<file path="config.mk">
export PLATFORM = sky130hd
export DESIGN_NAME = cpa_stage
export DESIGN_NICKNAME = d
export VERILOG_FILES = /design/src/rtl/mult_pkg.sv /design/src/rtl/cpa_half.sv /design/src/rtl/cpa_stage.sv
export SDC_FILE = /design/constraint.sdc
export NUM_CORES = 1
export LEC_CHECK = 0
export ABC_AREA = 1
export BUFFER_PORTS_ARGS = -buffer_cell sky130_fd_sc_hd__buf_4
export CAP_MARGIN = 20
export CORE_AREA = 2 2 78 80
export DETAILED_ROUTE_END_ITERATION = 8
export DIE_AREA = 0 0 80 82
export PLACE_DENSITY = 0.61
export SLEW_MARGIN = 20
export SYNTH_ARGS = -nofsm -noshare
export SYNTH_HDL_FRONTEND = slang
export SYNTH_SLANG_ARGS = --single-unit
</file>
<file path="constraint.sdc">
create_clock -name clk -period 5.1 [get_ports clk]
set_input_delay 0.765 -clock clk [delete_from_list [all_inputs] [get_ports clk]]
set_output_delay 0.765 -clock clk [all_outputs]
set_load 0.05 [all_outputs]
</file>
<file path="src/rtl/mult_pkg.sv">
// Shared multiplier datapath constants.
// Used by the compressor array and the final carry-propagate stage.
package mult_pkg;

    localparam int PROD_W = 16;

    typedef struct packed {
        logic v;
        logic c;
    } slot_flags_t;

endpackage

</file>
<file path="src/rtl/cpa_half.sv">
// H-bit ripple adder with carry-in and carry-out.
// Combinational; synthesis maps it to the fastest adder available.
module cpa_half #(
    parameter int H = 8
) (
    input  logic [H-1:0] a,
    input  logic [H-1:0] b,
    input  logic         cin,
    output logic [H-1:0] s,
    output logic         cout
);

    logic [H:0] full;

    always_comb begin
        full = {1'b0, a} + {1'b0, b} + {{H{1'b0}}, cin};
    end

    assign s    = full[H-1:0];
    assign cout = full[H];

endmodule

</file>
<file path="src/rtl/cpa_stage.sv">
// Two-slot pipelined carry-propagate adder resolving sum/carry vectors.
// Low half resolved in S1, high half plus mid carry resolved into S2.
module cpa_stage
    import mult_pkg::*;
#(
    parameter int W = PROD_W
) (
    input  logic         clk,
    input  logic         rst,
    input  logic         in_valid,
    output logic         in_ready,
    input  logic [W-1:0] in_sum,
    input  logic [W-1:0] in_carry,
    output logic         out_valid,
    input  logic         out_ready,
    output logic [W-1:0] out_p,
    output logic         out_ovf
);

    localparam int H = W / 2;

    logic         s1_v_q, s1_v_d;
    logic [H-1:0] lo_q, lo_d;
    logic         cmid_q, cmid_d;
    logic [H-1:0] sum_hi_q, sum_hi_d;
    logic [H-1:0] carry_hi_q, carry_hi_d;

    logic         s2_v_q, s2_v_d;
    logic [W-1:0] p_q, p_d;
    logic         ovf_q, ovf_d;

    logic         s2_adv;
    logic         s1_adv;
    logic         accept;

    logic [H-1:0] lo_s;
    logic         lo_c;
    logic [H-1:0] hi_s;
    logic         hi_c;

    cpa_half #(.H(H)) u_lo (
        .a    (in_sum[H-1:0]),
        .b    (in_carry[H-1:0]),
        .cin  (1'b0),
        .s    (lo_s),
        .cout (lo_c)
    );

    cpa_half #(.H(H)) u_hi (
        .a    (sum_hi_q),
        .b    (carry_hi_q),
        .cin  (cmid_q),
        .s    (hi_s),
        .cout (hi_c)
    );

    // Only out_ready reaches in_ready combinationally.
    always_comb begin
        s2_adv   = !s2_v_q || out_ready;
        s1_adv   = !s1_v_q || s2_adv;
        in_ready = s1_adv && !rst;
        accept   = in_valid && in_ready;
    end

    always_comb begin
        s1_v_d     = s1_v_q;
        lo_d       = lo_q;
        cmid_d     = cmid_q;
        sum_hi_d   = sum_hi_q;
        carry_hi_d = carry_hi_q;
        s2_v_d     = s2_v_q;
        p_d        = p_q;
        ovf_d      = ovf_q;

        if (s1_adv) begin
            s1_v_d = accept;
            if (accept) begin
                lo_d       = lo_s;
                cmid_d     = lo_c;
                sum_hi_d   = in_sum[W-1:H];
                carry_hi_d = in_carry[W-1:H];
            end
        end

        if (s2_adv) begin
            s2_v_d = s1_v_q;
            if (s1_v_q) begin
                p_d   = {hi_s, lo_q};
                ovf_d = hi_c;
            end
        end
    end

    always_ff @(posedge clk) begin
        if (rst) begin
            s1_v_q     <= 1'b0;
            lo_q       <= '0;
            cmid_q     <= 1'b0;
            sum_hi_q   <= '0;
            carry_hi_q <= '0;
            s2_v_q     <= 1'b0;
            p_q        <= '0;
            ovf_q      <= 1'b0;
        end else begin
            s1_v_q     <= s1_v_d;
            lo_q       <= lo_d;
            cmid_q     <= cmid_d;
            sum_hi_q   <= sum_hi_d;
            carry_hi_q <= carry_hi_d;
            s2_v_q     <= s2_v_d;
            p_q        <= p_d;
            ovf_q      <= ovf_d;
        end
    end

    assign out_valid = s2_v_q;
    assign out_p     = p_q;
    assign out_ovf   = ovf_q;

endmodule
</file>
# == Word-level counts from Yosys, hierarchy flattened ==
# Index checks and enable logic that the tools add are counted.
# totals
ff_bits,44
latch_bits,0
ram_bits,0
romBits,0
output_inout_bits,19
word_cells,20
memories,0
# op_classes
addsub,3
n_mul,0
n_div,0
magnitude_cmp,0
eq_ne,0
shifts,0
mux,0
bitwise,0
reduce_logical,9
# op_table
op,n
$add 8x8->9,2
$add 9x1->9,1
$reduce_and 2->1,2
$logic_not 1->1,3
$logic_and 1x1->1,2
$logic_or 1x1->1,2

# == Depth between registers and ports, before layout ==
# Gate-level depths: netlist of run 1.
# depth
word_depth,6
depth_mapped,10

# == Cells and area by module ==
# A second synthesis of run 1 with hierarchy kept.
# unflattened
hier_cells,395
hier_area_um2,2700.1
# modules_own_cells
mod,n_inst,cells_each,area_per_inst_um2
cpa_stage,1,277,1929.4
cpa_half (u_hi),1,59,386.6
cpa_half (u_lo),1,59,384.1

# == Worst setup path before layout of run 1 ==
# OpenSTA, ideal clock, no wires.
# synth_path
kind,input port to output port
startpoint,input rst
endpoint,output in_ready
arrival_ps,1351
required_time_ps,4335
setup_slack_ps,2984
path_stages,4
path_buffers,1
path_cell_list,buf_6 > inv_6 > nand2_4 > inv_1
# synth_via
elab_chain_len,2
# synth_lines
element,line,rtl
"start, declared",cpa_stage.sv:9,"input logic rst,"
$logic_not 1->1,cpa_stage.sv:61,in_ready = s1_adv && !rst;
$logic_and 1x1->1,cpa_stage.sv:61,
"end, declared",cpa_stage.sv:11,"output logic in_ready,"
# No other way between the ends.

# == Final worst setup path of run 1 ==
# Same ends and word-level chain as after synthesis.

==> results of run 1 <==
## registers in the layout, indices dropped and copies added, names as in the netlist
name        flops
out_p          16
s1_v_q          1
out_ovf         1
lo_q            8
cmid_q          1
sum_hi_q        8
carry_hi_q      8
out_valid       1
## tightest hold or removal path: cells and delay by family, from the launching register on
family	cells	cell delay [ns]
flip-flops	1	0.30
buffers and inverters	1	0.06
AO/OA/AOI/OAI	1	0.05
## layout make-up
type / count / area (um^2)
fill: 611 / 2968
multi-input combinational: 217 / 1169
sequential: 44 / 880.8
timing repair buffer: 54 / 405.4
inverter: 35 / 136.4
tap: 75 / 93.84
clock buffer: 6 / 82.58
clock inverter: 2 / 10.01
## synthesized netlist by cell type, drive strengths merged, types with 2 or more instances
cell	instances
xnor2	4
clkbuf	3
fa	3
inv	35
a21oi	17
nand2	83
nand3	24
ha	15
o21ai	36
dfxtp	44
buf	7
nand3b	2
nor2	28
## routing by layer
layer,up-vias,track usage
met5,-,0
met4,0,0.06102
li1,1083,-
met1,851,0.2020
met3,6,0.02747
met2,46,0.2133
## power groups by stage
stage,registers (mW),logic (mW),clock network (mW)
after detailed placement,0.395,0.197,0
final,0.386,0.196,0.223
after global placement,0.394,0.195,0
after floorplan,0.427,0.104,0
after CTS,0.387,0.198,0.227
after global routing,0.390,0.220,0.245
## kinds of logic after synthesis
group	count (synthesis)	share of synthesized area
and+or+nand+nor	139	0.2631
adders and majority gates	18	0.1104
DFF	44	0.3924
xor gates and xnor gates	4	0.01561
AOI/OAI and AO/OA	56	0.1316
buffers and inverters	45	0.08696
## metrics by stage
step                      setup WS [ns]  area [um^2]  cells  power, mW
after floorplan                   2.984         2245    306     0.5308
after global placement            2.839         2685    425     0.5890
after detailed placement          2.840         2685    425     0.5918
after CTS                         2.840         2778    433     0.8120
after global routing              2.799         2778    433     0.8550
final                             2.852         2778    433     0.8049
## how the worst max path moves through the flow
stage | from | slack (ns) | to | cells past startpoint
final | rst | 2.85 | in_ready | 5
after global routing | rst | 2.80 | in_ready | 5
after CTS | rst | 2.84 | in_ready | 5
after detailed placement | rst | 2.84 | in_ready | 5
after global placement | rst | 2.84 | in_ready | 5
after floorplan | rst | 2.98 | in_ready | 4
==> metrics, run 1 <==
Leak Pwr=roughly 1.4 nW; slowest stage cell, crit path=inv_6; commonest non-fill, non-tap cell in the layout=nand2_1; # diodes=0; vias=just under 2000; Worst setup SP type=primary input; uppermost layer routed=met4; Pre-antenna DRT Iters=6; gr usage total=0.1433; Final period util=0.4409; Netlist cell types=26; die height=82 um; average cell area after synthesis=7.335 um^2; Routed WL=4503 um; Comb power frac=0.243; wl on met1=2361 um; Root Buffer=clkbuf_8; DRC errors left=0; WS Path Type=primary input to output port; global-route wire length before repair=7389 um; Clock power frac=0.277; min-delay worst type=register to register; final core occ=0.4834; # IOs=55; Worst EP arrival=1.48 ns; HPWL Detailed=3424 um; CTS H-tree depth=2; post-route ant nets=0; critical path endpoint category=output port; Net Sw Power=0.2497 mW; cell-internal power=0.5552 mW; pwr dens=289.8 mW/mm^2; core area=approximately 0.0057 mm^2; clk buf depth=2; # port buffers=54; FF-to-FF End=out_p[14]; gpl congestion=a little over 0.8; Fin Setup TNS=0 ns; initial antenna violation count=0; initial drt markers=63; post-synth top area cell=dfxtp_1; final hold vios=0; Flop pwr share=0.480; Rel. slew slack=0.7214; FMAX=0.4448 GHz; layout cells sized above 1=0.1983; switching part of the total=0.3102; Slew Viols, Final=0; EDFF count, synth=0; Max Cap Violations=0; Setup Viol. Count Final=0; sequential share of the synthesized area=0.3924; Setup Buffers After CTS=0; Buf/Inv on CP=4; clk slew on worst S/H paths=0.08 ns; Initial Util=0.3907; status=finished clean; YS warnings=0; Hold Crit Depth=2; crit-path cells=buf_4 -> inv_6 -> nand2_4 -> inv_1 -> buf_4; Async SR Flop Fraction=0; cell family with most CP delay=buffers and inverters; vias per std cell=4.587; vias in the first global route=roughly 1700; Synth Flop Type=dfxtp_1; unrepaired setup endpoints after global routing=false; WHS Endpoint=lo_q[0]; Mapped Nets=360; WL met2=1820 um; routed len/inst=10.40 um; CTS tree=yes; Mapped Area=0.002245 mm^2; Worst R2R Setup Slack=3.19 ns; nets@finish=411; Slew @ Worst Pin=0.4172 ns; R2R depth=10; Rows=28; Most common cell on crit path=buf_4; GRT Residual Overflow=0; #FFs+latches synth=44; share of the synthesized area in the top cell type=0.3924; cts hold-fix bufs=0; Die X=around 80 um; CTS-repair resized insts=0; Hold Startpoint=lo_q[0]; Peak VDD IR=100.6 uV; Worst Path Max Fanout=36; Synth-to-Final Area Change=23.75%; CTS buffer count=5; final critical-path required period=2.248 ns; Hold Slack=0.4559 ns; Skew-Pair Late Insertion Delay=0.30 ns; most frequent cells in the layout=81 x nand2_1, 54 x buf_4, 44 x dfxtp_1; Die Area=0.006560 mm^2; worst reg2reg startpoint=cmid_q; met3 WL post-DR=approximately 240 um; worst stage delay on the critical path=0.20 ns; Final Skew=between 0.005 and 0.006 ns; Req. time, crit path=4.34 ns; Synth Instances=about 300; ranking of synthesized cells by area=dfxtp_1 39%, nand2_1 14%, ha_1 8.4%; largest net degree at the start of global routing=37; TritonCTS Sinks=44
No activity file was read; power rests on OpenSTA's default activity.
==> run 2, diff against run 1 <==
--- a/config.mk
+++ b/config.mk
@@ -11,7 +11,7 @@
 export CORE_AREA = 2 2 78 80
 export DETAILED_ROUTE_END_ITERATION = 8
 export DIE_AREA = 0 0 80 82
-export PLACE_DENSITY = 0.61
+export PLACE_DENSITY = 0.63
 export SLEW_MARGIN = 20
 export SYNTH_ARGS = -nofsm -noshare
 export SYNTH_HDL_FRONTEND = slang
==> constraint.sdc (replaced) <==
create_clock -name clk -period 1.9 [get_ports clk]
set_input_delay 0.285 -clock clk [delete_from_list [all_inputs] [get_ports clk]]
set_output_delay 0.285 -clock clk [all_outputs]
set_load 0.05 [all_outputs]
==> run 2 against run 1 <==
Against the previous run: sequential share of layout area decreased by 0.43 points; critical path type is now register to register; critical path depth increased by 5; largest power group unchanged; die area unchanged; worst hold slack got worse by 0.28 ns; total power increased to 2.8 times the previous value; largest cell class unchanged; worst setup slack got worse by 2.7 ns.
==> metrics, run 2 (synthesis results as in run 1) <==
status=finished clean; final critical-path required period=1.741 ns; vias per std cell=4.485 (-2.2%); min-delay worst type=primary input to register; largest net degree at the start of global routing=36 (-2.7%); most frequent cells in the layout=80 x nand2_1, 56 x buf_4, 43 x dfxtp_1; GRT Residual Overflow=0 (unchanged); CTS buffer count=5 (unchanged); Rows=28 (unchanged); Worst EP arrival=1.94 ns (+0.46 ns); gpl congestion=0.8453 (+3.2%); nets@finish=413 (+0.49%); critical path endpoint category=register; gr usage total=0.1434 (+0.0001659); Pre-antenna DRT Iters=4 (-2); CTS tree=yes; Final Skew=0.008447 ns (+0.003140 ns); pre-CTS setup slack=0.01908 ns (-2.821 ns); Leak Pwr=1.408 nW (+0.68%); initial antenna violation count=0 (unchanged); commonest non-fill, non-tap cell in the layout=nand2_1; Root Buffer=clkbuf_8; vias=1951 (-1.8%); Slew @ Worst Pin=0.4169 ns (-0.0003885 ns); global-route wire length before repair=7334 um (-0.74%); Initial Util=0.3907 (unchanged); HPWL Detailed=3335 um (-2.6%); layout cells sized above 1=0.2139 (+0.01556); routed len/inst=10.14 um (-2.4%); Final period util=0.9166; max FFs per register=16 (unchanged); Layout Cells excl Fill=435 (+0.46%); post-route ant nets=0 (unchanged); cell area after layout=0.002820 mm^2 (+1.5%); Max Cap Violations=0 (unchanged); # port buffers=54 (unchanged); vias in the first global route=1631 (-3.0%); Rel. slew slack=0.7217 (about the same); Synth-to-Final Area Change=25.64%; Die X=80 um (unchanged); Routed WL=4413 um (-2.0%); CTS H-tree depth=2 (unchanged); # IOs=55 (unchanged); clk buf depth=2 (unchanged); cts hold-fix bufs=0 (unchanged); Worst setup SP type=register; die height=82 um (unchanged); Placed Area=0.002700 mm^2 (+0.56%); pwr dens=809.3 mW/mm^2 (+180%); DP Cell Count=427 (+0.47%); final hold vios=0 (unchanged); Req. time, crit path=2.10 ns (-2.24 ns); Slew Viols, Final=0 (unchanged); Skew-Pair Late Insertion Delay=0.30 ns (about the same); core area=0.005746 mm^2 (unchanged); clk slew on worst S/H paths=0.09 ns (about the same); final core occ=0.4909 (+0.007405); Fin Setup TNS=0 ns (unchanged); FMAX=roughly 0.57 GHz; WS Path Type=register to register; Peak VDD IR=389.0 uV (+290%); DRC errors left=0 (unchanged); # diodes=0 (unchanged); initial drt markers=100 (+59%); fin worst setup slack=0.1585 ns (-2.693 ns); Worst Path Max Fanout=3 (-92%); unrepaired setup endpoints after global routing=false; Setup Viol. Count Final=0 (unchanged); Die Area=0.006560 mm^2 (unchanged); TritonCTS Sinks=44 (unchanged); number of fill cells=609 (-0.33%)
-- run 2: cell types whose count changed in the layout (fill, tap and decap cells not counted), sizes merged --
cell,previous run,this run
bufinv,0,1
clkbuf,6,5
clkinvlp,0,1
buf,54,56
clkinv,2,1
-- run 2: worst max-delay path, cell delays in order, from the launching register on --
cell     delay [ns]
dfxtp_2        0.34
fa_2           0.40
fa_2           0.36
nand3_1        0.11
nand2_2        0.08
nand2_1        0.08
nand2_1        0.05
nand2_1        0.06
nand3_1        0.06
nand2_1        0.07
inv_1          0.03
-- run 2: path summary, 6_finish.rpt --
| kind | from | end | slack (ns) | cells after the start |
|---|---|---|---|---|
| setup / recovery | carry_hi_q[0] | out_p[14] | 0.16 | 10 |
| hold / removal | in_sum[13] | sum_hi_q[5] | 0.18 | 3 |
| setup reg to reg | carry_hi_q[0] | out_p[14] | 0.16 | 10 |
| hold reg to reg | lo_q[1] | out_p[1] | 0.45 | 2 |
-- run 2: metrics by stage --
step                      total power [mW]  hold slack, ns
final                                2.282          0.1790
after global routing                 2.412          0.1822
after CTS                            2.300          0.1737
after detailed placement             1.587          0.4458
after global placement               1.582          0.4425
after floorplan                      1.425          0.3977
-- run 2: cell type report --
cell class              count  area (um^2)  share of cell area
clock buffers               5        68.82             0.02440
clock inverters             3        42.54             0.01508
inverters                  35        136.4             0.04836
multi-input cells         217         1176              0.4170
flip-flops and latches     44        882.1              0.3128
well taps                  75        93.84             0.03327
repair buffers             56        420.4              0.1491
-- run 2: metal layers --
metal	vias to the layer above	global-route usage	routed length, um
li1	1085	-	-
met1	823	0.2051	2348
met2	38	0.2075	1763
met3	5	0.02747	218
met4	0	0.06610	82
met5	-	0	0
-- run 2: where the power goes --
| part | switching, mW | internal, mW |
|---|---|---|
| Combinational | 0.317 | 0.208 |
| Sequential | 0.0412 | 0.997 |
| Clock | 0.330 | 0.389 |
| Total | 0.688 | 1.59 |
-- run 2: timing repair --
item,CTS,global route
setup endpoints to repair,0,3
gates resized for setup,0,4
buffers inserted,0,0
==> run 3, diff against run 2 <==
--- a/config.mk
+++ b/config.mk
@@ -5,13 +5,13 @@
 export SDC_FILE = /design/constraint.sdc
 export NUM_CORES = 1
 export LEC_CHECK = 0
-export ABC_AREA = 1
 export BUFFER_PORTS_ARGS = -buffer_cell sky130_fd_sc_hd__buf_4
 export CAP_MARGIN = 20
-export CORE_AREA = 2 2 78 80
+export CORE_AREA = 2 2 79 81
 export DETAILED_ROUTE_END_ITERATION = 8
-export DIE_AREA = 0 0 80 82
-export PLACE_DENSITY = 0.63
+export DIE_AREA = 0 0 81 83
+export PLACE_DENSITY = 0.62
+export SETUP_SLACK_MARGIN = 0.4
 export SLEW_MARGIN = 20
 export SYNTH_ARGS = -nofsm -noshare
 export SYNTH_HDL_FRONTEND = slang
==> run 3 against run 2 <==
Against the previous run: clock skew shrank 0.0020 ns; first-iteration DRC count shrank 11%; register-to-register slack lost 0.11 ns; maximum frequency shrank 6.0%; sequential share of layout area shrank 2.2 points; combinational power grew 3%; area after synthesis grew 2.6%; cell count shrank 6.4%; highest routed layer unchanged.
==> metrics, run 3 <==
layout cells sized above 1=0.2801 (+0.06623); average cell area after synthesis=8.433 um^2 (+15%); CTS buffer count=5 (unchanged); Hold Crit Depth=3 (unchanged); ranking of synthesized cells by area=dfxtp_1 38%, nand2_1 10%, nand3b_1 10%; Initial Util=0.3959 (+0.005190); final critical-path required period=1.853 ns (+0.1114 ns); Worst EP arrival=2.02 ns (+0.08 ns); Final Skew=0.006456 ns (-0.001991 ns); Synth-to-Final Area Change=32.50%; max FFs per register=16 (unchanged); # diodes=0 (unchanged); nets@finish=385 (-6.8%); Mapped Area=0.002302 mm^2 (+2.6%); Die Area=0.006723 mm^2 (+2.5%); Root Buffer=clkbuf_8; gpl congestion=0.8592 (+1.6%); Synth Instances=273 (-11%); post-route ant nets=0 (unchanged); Worst Path Max Fanout=2 (-1); global-route wire length before repair=9094 um (+24%); fin worst setup slack=0.04706 ns (-0.1114 ns); vias in the first global route=2013 (+23%); Skew-Pair Late Insertion Delay=0.29 ns (about the same); pre-CTS setup slack=0.02889 ns (+0.009808 ns); gr usage total=0.1683 (+0.02491); Max Cap Violations=0 (unchanged); Routed WL=5348 um (+21%); Req. time, crit path=2.07 ns (-0.03 ns); Leak Pwr=1.354 nW (-3.8%); Async SR Flop Fraction=0 (unchanged); count leader, synth=nand2_1; critical path endpoint category=register; share of the synthesized area in the top cell type=0.3826 (-0.009810); most instantiated cells after synthesis=62 x nand2_1, 44 x dfxtp_1, 31 x nand3b_1, 21 x a21oi_1, 15 x ha_1; EDFF count, synth=0 (unchanged); die height=83 um (+1.2%); HPWL Detailed=4029 um (+21%); Rows=28 (unchanged); YS warnings=0 (unchanged); vias per std cell=5.128 (+14%); DRC errors left=0 (unchanged); Final period util=0.9752 (+0.05865); unrepaired setup endpoints after global routing=true; final hold vios=0 (unchanged); largest net degree at the start of global routing=22 (-39%); initial antenna violation count=0 (unchanged); clk buf depth=2 (unchanged); routed len/inst=13.14 um (+30%); initial drt markers=89 (-11%); Worst setup SP type=register; R2R depth=6 (-4); CTS H-tree depth=2 (unchanged); Mapped Nets=327 (-9.2%); core area=0.005816 mm^2 (+1.2%); Synth Flop Type=dfxtp_1; #FFs+latches synth=44 (unchanged); Setup Viol. Count Final=0 (unchanged); sequential share of the synthesized area=0.3826 (-0.009810); Die X=81 um (+1.3%); Pre-antenna DRT Iters=4 (unchanged); most frequent cells in the layout=62 x nand2_1, 62 x buf_4, 42 x dfxtp_1; # port buffers=54 (unchanged); FMAX=0.5397 GHz (-6.0%); Power, Total=2.320 mW (+1.6%); vias=2087 (+7.0%); GRT Residual Overflow=0 (unchanged); Slew Viols, Final=0 (unchanged); pwr dens=760.4 mW/mm^2 (-6.0%); Fin Setup TNS=0 ns (unchanged); Rel. slew slack=0.6126 (-0.1090); min-delay worst type=primary input to register; TritonCTS Sinks=44 (unchanged); status=finished clean; WS Path Type=register to register; Placed Area=0.002853 mm^2 (+5.7%); post-synth top area cell=dfxtp_1; cts hold-fix bufs=0 (unchanged); Peak VDD IR=352.2 uV (-9.5%); CTS tree=yes; cell area after layout=0.003050 mm^2 (+8.2%); Slew @ Worst Pin=0.5664 ns (+0.1495 ns); clk slew on worst S/H paths=0.08 ns (about the same); # IOs=55 (unchanged); Netlist cell types=35 (+35%)
run 3: final cells by class:
type,count,area (um^2)
multi-input combinational,209,1420
inverter,5,18.77
clock inverter,2,38.79
tap,75,93.84
timing repair buffer,66,510.5
fill,572,2765
sequential,44,885.9
clock buffer,6,82.58
run 3: kinds of logic (layout without fill, tap and decap cells):
| logic type | after synthesis | count (layout) | synth area share |
|---|---|---|---|
| and+or+nand+nor | 128 | 128 | 0.2918 |
| AOI/OAI and AO/OA | 60 | 60 | 0.1701 |
| DFF | 44 | 44 | 0.3826 |
| buffers and inverters | 20 | 79 | 0.03641 |
| adders and majority gates | 18 | 18 | 0.1076 |
| xor gates and xnor gates | 3 | 3 | 0.01142 |
run 3: worst max-delay path: stages (launching register included):
cell      delay (ns)
dfxtp_2         0.34
fa_2            0.39
fa_2            0.36
a21o_1          0.20
a211oi_2        0.21
or4b_1          0.15
nand4_1         0.08
run 3: timing repair:
item / in CTS / in global routing
buffers inserted: 2 / 1
setup endpoints to repair: 8 / 12
gates resized for setup: 2 / 9
hold endpoints to repair: 0 / 0
pin swaps: 7 / 1
run 3: power by group:
group / switching [mW] / total (mW) / internal (mW)
clock network: 0.317 / 0.747 / 0.430
logic: 0.300 / 0.540 / 0.240
registers: 0.0437 / 1.03 / 0.989
run 3: path summary, 6_finish.rpt:
check | from | to | slack (ns)
min reg2reg | lo_q[6] | out_p[6] | 0.46
max | carry_hi_q[0] | out_p[14] | 0.05
min | in_sum[10] | sum_hi_q[2] | 0.17
max reg2reg | carry_hi_q[0] | out_p[14] | 0.05
run 3: routing by layer:
| layer | wire length, um | share of wire | vias up | track usage |
|---|---|---|---|---|
| met5 | 0 | 0 | - | 0 |
| met4 | 48 | 0.0090 | 0 | 0.05855 |
| met3 | 216 | 0.040 | 4 | 0.03370 |
| met2 | 2317 | 0.43 | 50 | 0.2427 |
| met1 | 2766 | 0.52 | 945 | 0.2471 |
| li1 | - | - | 1088 | - |
run 3: stage by stage:
step                      instances    util  hold slack (ns)
after floorplan                 273       -           0.3839
after global placement          396  0.4905           0.4387
after detailed placement        396  0.4905           0.4507
after CTS                       406  0.5153           0.1598
after global routing            407  0.5245           0.1639
final                           407  0.5245           0.1693
